$ cat config.mk
export PLATFORM = sky130hd
export DESIGN_NAME = round_timer
export DESIGN_NICKNAME = d
export VERILOG_FILES = /design/src/rtl/round_timer_pkg.sv /design/src/rtl/round_timer_tick_prescaler.sv /design/src/rtl/round_timer.sv
export SDC_FILE = /design/constraint.sdc
export NUM_CORES = 1
export LEC_CHECK = 0
export CAP_MARGIN = 20
export CORE_MARGIN = 5
export CORE_UTILIZATION = 40
export CTS_CLUSTER_SIZE = 8
export DETAILED_ROUTE_END_ITERATION = 12
export DONT_BUFFER_PORTS = 1
export GPL_ROUTABILITY_DRIVEN = 1
export GPL_TIMING_DRIVEN = 0
export PLACE_DENSITY = 0.57
export REMOVE_ABC_BUFFERS = 1
export SKIP_CTS_REPAIR_TIMING = 1
export SYNTH_ARGS = -nofsm -noshare
export SYNTH_HDL_FRONTEND = slang
export SYNTH_SLANG_ARGS = --single-unit
$ cat constraint.sdc
create_clock -name clk -period 4.3 [get_ports clk]
set_input_delay 0.43 -clock clk [delete_from_list [all_inputs] [get_ports clk]]
set_output_delay 0.43 -clock clk [all_outputs]
set_load 0.02 [all_outputs]
$ cat src/rtl/round_timer_pkg.sv
// Shared definitions for the round timer: FSM state encoding and small helpers.
package round_timer_pkg;

   localparam int ST_W = 2;

   typedef enum logic [ST_W-1:0] {
      ST_IDLE   = 2'd0,
      ST_RUN    = 2'd1,
      ST_PAUSED = 2'd2,
      ST_DONE   = 2'd3
   } state_t;

   // Low-time window: strictly positive and at or below the threshold.
   function automatic logic in_warn_window(input int unsigned secs, input int unsigned warn);
      return (secs != 32'd0) && (secs <= warn);
   endfunction

endpackage

$ cat src/rtl/round_timer_tick_prescaler.sv
// Free-running divider: counts 0..DIV-1 while enabled and flags the wrap cycle.
module round_timer_tick_prescaler #(
   parameter int DIV = 8
) (
   input  logic clk,
   input  logic rst_n,
   input  logic en,
   input  logic clr,
   output logic wrap
);

   localparam int CW = (DIV > 1) ? $clog2(DIV) : 1;
   localparam logic [CW-1:0] LAST = CW'(DIV - 1);

   logic [CW-1:0] count;

   // Clear wins over counting, so a restart never produces a stray wrap.
   assign wrap = en && !clr && (count == LAST);

   // Divider counter: cleared on request, held while disabled.
   always_ff @(posedge clk or negedge rst_n) begin
      if (!rst_n) begin
         count <= '0;
      end else if (clr) begin
         count <= '0;
      end else if (en) begin
         if (count == LAST) begin
            count <= '0;
         end else begin
            count <= count + CW'(1);
         end
      end else begin
         count <= count;
      end
   end

endmodule

$ cat src/rtl/round_timer.sv
// Countdown round timer: programmable preset, pause/resume, restart, warning and end pulse.
module round_timer
   import round_timer_pkg::*;
#(
   parameter int CLK_HZ       = 1_000_000,
   parameter int TICK_HZ      = 1,
   parameter int SECS_W       = 7,
   parameter int DEFAULT_SECS = 30,
   parameter int WARN_SECS    = 5
) (
   input  logic              clk,
   input  logic              rst_n,
   input  logic              ena,
   input  logic              start,
   input  logic              pause,
   input  logic              load_en,
   input  logic [SECS_W-1:0] load_secs,
   output logic [SECS_W-1:0] secs_left,
   output logic              tick,
   output logic              running,
   output logic              warning,
   output logic              game_end,
   output logic              game_end_pulse
);

   localparam int PRESCALE = CLK_HZ / TICK_HZ;
   localparam logic [SECS_W-1:0] DEF_SECS = SECS_W'(DEFAULT_SECS);

   state_t            state;
   state_t            state_nx;
   logic [SECS_W-1:0] preset;
   logic [SECS_W-1:0] preset_nx;
   logic [SECS_W-1:0] secs;
   logic [SECS_W-1:0] secs_nx;
   logic              tick_q;
   logic              tick_nx;
   logic              pulse_q;
   logic              pulse_nx;
   logic              pre_en;
   logic              pre_clr;
   logic              wrap;
   logic              idle_like;
   logic [SECS_W-1:0] load_val;

   // A zero-length round is meaningless, so a zero preset becomes one second.
   assign load_val  = (load_secs == '0) ? SECS_W'(1) : load_secs;
   assign idle_like = (state == ST_IDLE) || (state == ST_DONE);

   // The prescaler advances whenever a round is live and not held; a paused
   // round being released counts on the release edge itself.
   assign pre_en  = ena && ((state == ST_RUN) || (state == ST_PAUSED)) && !pause;
   assign pre_clr = ena && start;

   round_timer_tick_prescaler #(
      .DIV (PRESCALE)
   ) u_prescaler (
      .clk   (clk),
      .rst_n (rst_n),
      .en    (pre_en),
      .clr   (pre_clr),
      .wrap  (wrap)
   );

   // Next-state, preset, seconds counter and pulse decisions.
   always_comb begin
      state_nx  = state;
      preset_nx = preset;
      secs_nx   = secs;
      tick_nx   = 1'b0;
      pulse_nx  = 1'b0;
      if (!ena) begin
         state_nx = state;
      end else begin
         if (idle_like && load_en) begin
            preset_nx = load_val;
         end else begin
            preset_nx = preset;
         end
         if (start) begin
            // Restart beats a same-cycle tick; a same-cycle load is honoured.
            secs_nx  = (idle_like && load_en) ? load_val : preset;
            state_nx = pause ? ST_PAUSED : ST_RUN;
         end else begin
            case (state)
               ST_IDLE: begin
                  if (load_en) begin
                     secs_nx = load_val;
                  end else begin
                     secs_nx = secs;
                  end
               end
               ST_RUN, ST_PAUSED: begin
                  if (pause) begin
                     state_nx = ST_PAUSED;
                  end else if (wrap) begin
                     tick_nx = 1'b1;
                     if (secs <= SECS_W'(1)) begin
                        secs_nx  = '0;
                        state_nx = ST_DONE;
                        pulse_nx = 1'b1;
                     end else begin
                        secs_nx  = secs - SECS_W'(1);
                        state_nx = ST_RUN;
                     end
                  end else begin
                     state_nx = ST_RUN;
                  end
               end
               ST_DONE: begin
                  state_nx = ST_DONE;
               end
               default: begin
                  state_nx = ST_IDLE;
               end
            endcase
         end
      end
   end

   // State, preset, counter and pulse registers.
   always_ff @(posedge clk or negedge rst_n) begin
      if (!rst_n) begin
         state   <= ST_IDLE;
         preset  <= DEF_SECS;
         secs    <= DEF_SECS;
         tick_q  <= 1'b0;
         pulse_q <= 1'b0;
      end else begin
         state   <= state_nx;
         preset  <= preset_nx;
         secs    <= secs_nx;
         tick_q  <= tick_nx;
         pulse_q <= pulse_nx;
      end
   end

   assign secs_left      = secs;
   assign running        = (state == ST_RUN);
   assign game_end       = (state == ST_DONE);
   assign tick           = tick_q & ena;
   assign game_end_pulse = pulse_q & ena;
   assign warning        = in_warn_window(32'(secs), 32'(WARN_SECS));

endmodule

==> summary.txt <==
Final wirelength -> 5020 µm
Drt wl/cell -> 15.2 µm
TNS Setup -> 0 ns
CTS clk-pin slew, worst paths -> 0.08 ns
Critical path origin -> state[0]
Reg2Reg Setup Slack -> 1.61 ns
# setup viols final -> 0
Core area -> 5610 µm²
Die Width -> 86.5 µm
GP Congestion -> 0.778
DP Worst Slack -> 1.65 ns
Max Cap Violations -> 0
Initial antenna violation count -> 0
Post-layout min period -> 2.69 ns
Top Layer Used -> met4
First-pass GRT wire length -> 8630 µm
Remaining Overflow, GRT -> 0
Post-synth EDFFs -> 0
Final cell count without fillers -> 331
Async set-reset flop share out of synthesis -> 1.00
Metal3 WL -> 241 µm
DIE AREA -> 7490 µm²
All-Layer GR Usage -> 0.143
Drc violations -> 0
CP bufs+invs -> 2
Cell with the most instances after synthesis -> nand2_1
Worst path cell trace -> inv_1, ha_1, nor2b_1, nand3b_1, a21oi_2, buf_8, a41oi_1, a31oi_1
RSZ-0062 raised after global routing -> no
Fmax -> 0.371 GHz
Hold crit path type -> input port to flip-flop
Crit path setup slack, layout -> 1.61 ns
Slew @ Worst Pin -> 0.734 ns
Nets@finish -> 277
Crit-path max FO -> 20
Vias per std cell -> 5.71
Synth top cells by count -> nand2_1 (33), dfrtp_1 (30), o21ai_0 (23)
Syn_area_per_cell -> 9.01 µm²
Clock tree sinks -> 38
Synthesized area -> 2340 µm²
Vias after detailed routing -> 1889
Largest net degree at the start of global routing -> 39
Post-synthesis sequential area ratio -> 0.410
P per Cell Area -> 516 nW/µm²
Worst slew margin -> 0.507
M1 WL -> 2440 µm
Fin util -> 0.449
Top FF cell, synth -> dfrtp_1
Max stage delay on crit path -> 0.57 ns
Leakage -> 1.03 nW
CTS tree -> done
First-pass DRT Iterations -> 4
CTS buffer count -> 5
Placement row count -> 27
Slew Limit Fails -> 0
Post-synth top area share -> 0.320
Placed cell count -> 321
Worst r2r dst -> u_prescaler.count[10]
CTS Root Cell -> clkbuf_8
WP data required -> 4.50 ns
Status -> finished, final reports clean
Detail Placement HPWL -> 3580 µm
Setup Skew -> 0.00750 ns
Antenna-violating nets left -> 0
Unique cell type count in the Yosys netlist -> 48
Clk buf depth -> 2
Data arrival, critical path -> 2.90 ns
Vias in the first global route -> 1750
Gate family responsible for the most delay along the worst path -> compound AO/OA/AOI/OAI gates
Antenna cells -> 0
Synth-to-layout area growth -> 7.47%
Worst Setup End Kind -> flip-flop
Startpoint types -> flip-flop
Synth Register Bits -> 38
Synthesized instance count -> 260
Worst-Skew Late Latency -> 0.29 ns
Layout cells sized above 1 -> 0.127
# port buffers -> 0
Tcrit/Tclk final -> 0.626
Synth warnings -> 0
Chip Height -> 86.5 µm
Crit Path Class -> flip-flop to flip-flop
Initial Util -> 0.418
R2R depth -> 8
Maximum VDD drop -> 0.289 mV
Worst hold slack -> 0.290 ns
Slowest CP cell -> ha_1
Reg-to-reg startpoint -> state[0]
Top post-synthesis cells by area -> dfrtp_1 (32%), dfstp_2 (9.0%), nand2_1 (5.3%), o21ai_0 (4.9%), a21oi_1 (3.8%)
DR iter-0 viols -> 120
Hold Fails Final Rpt -> 0
Cell taking the most area after synthesis -> dfrtp_1
Capture point of the worst path -> u_prescaler.count[10]
CTS H-tree lvls -> 2
Number of stages on the worst setup path -> 8
Wire length on met2 -> 2300 µm
I/O pin count -> 25
[layout by cell type (no fill, tap or decap), types with 6 or more instances in the layout]
| master | count |
|---|---|
| nand3_1 | 6 |
| nor2_1 | 10 |
| clkbuf_8 | 6 |
| nand2_1 | 33 |
| a31oi_1 | 11 |
| dfstp_2 | 8 |
| mux2_2 | 6 |
| o21ai_0 | 23 |
| mux2i_1 | 6 |
| a21oi_1 | 17 |
| dfrtp_1 | 30 |
| inv_1 | 16 |
| ha_1 | 6 |
[flip-flops by register name (all words and copies together), names as in the netlist]
register / count
u_prescaler.count: 20
preset: 7
secs_left: 7
state: 2
pulse_q: 1
tick_q: 1
[cell families (layout without fill, tap and decap cells)]
kind of cell	after synthesis	in the layout	share of synthesized area
simple gates	92	92	0.215
buf+inv	28	27	0.0523
compound gates	79	79	0.218
flops	38	38	0.410
mux	12	12	0.0545
xor+xnor	5	5	0.0187
fa+ha+maj	6	6	0.0320
[area by class of cell]
cell class	instances	area, µm²
Clock inverter	1	5.00
Multi-Input combinational cell	194	1260
Clock buffer	7	86.3
Sequential cell	38	961
Timing Repair Buffer	3	52.6
Fill cell	564	3090
Tap cell	72	90.1
Inverter	16	60.1
[worst min path at each step]
stage / from / endpoint / slack (ns) / cells past startpoint
final: load_secs[6] / preset[6] / 0.29 / 1
after global routing: load_secs[5] / preset[5] / 0.28 / 1
after CTS: rst_n / tick_q / -0.18 / 0
after detailed placement: rst_n / tick_q / 0.14 / 0
after global placement: rst_n / tick_q / 0.14 / 0
after floorplan: rst_n / preset[0] / 0.13 / 0
[stage by stage]
| step | area [µm²] | power, mW |
|---|---|---|
| floorplan | 2280 | 0.938 |
| global placement | 2370 | 1.03 |
| detailed placement | 2390 | 1.04 |
| CTS | 2480 | 1.30 |
| global route | 2520 | 1.40 |
| finish | 2520 | 1.30 |
[worst register-to-register path, cell delays in order (launching register included)]
cell and delay, ns:
dfrtp_1 0.39, inv_1 0.07, ha_1 0.57, nor2b_1 0.35, nand3b_1 0.18, a21oi_2 0.50, buf_8 0.24, a41oi_1 0.14
a31oi_1 0.17
[metal layers]
| metal | GRT usage | up-vias |
|---|---|---|
| li1 | - | 935 |
| met1 | 0.193 | 913 |
| met2 | 0.226 | 39 |
| met3 | 0.0399 | 2 |
| met4 | 0.0382 | 0 |
| met5 | 0 | - |
[power breakdown]
part	leakage [nW]	internal (mW)	total (mW)	switching (mW)
sequential	0.484	0.465	0.600	0.135
clock	0.0482	0.129	0.255	0.125
combinational	0.500	0.199	0.446	0.247
Note: power is estimated with default switching activity, not from simulation.
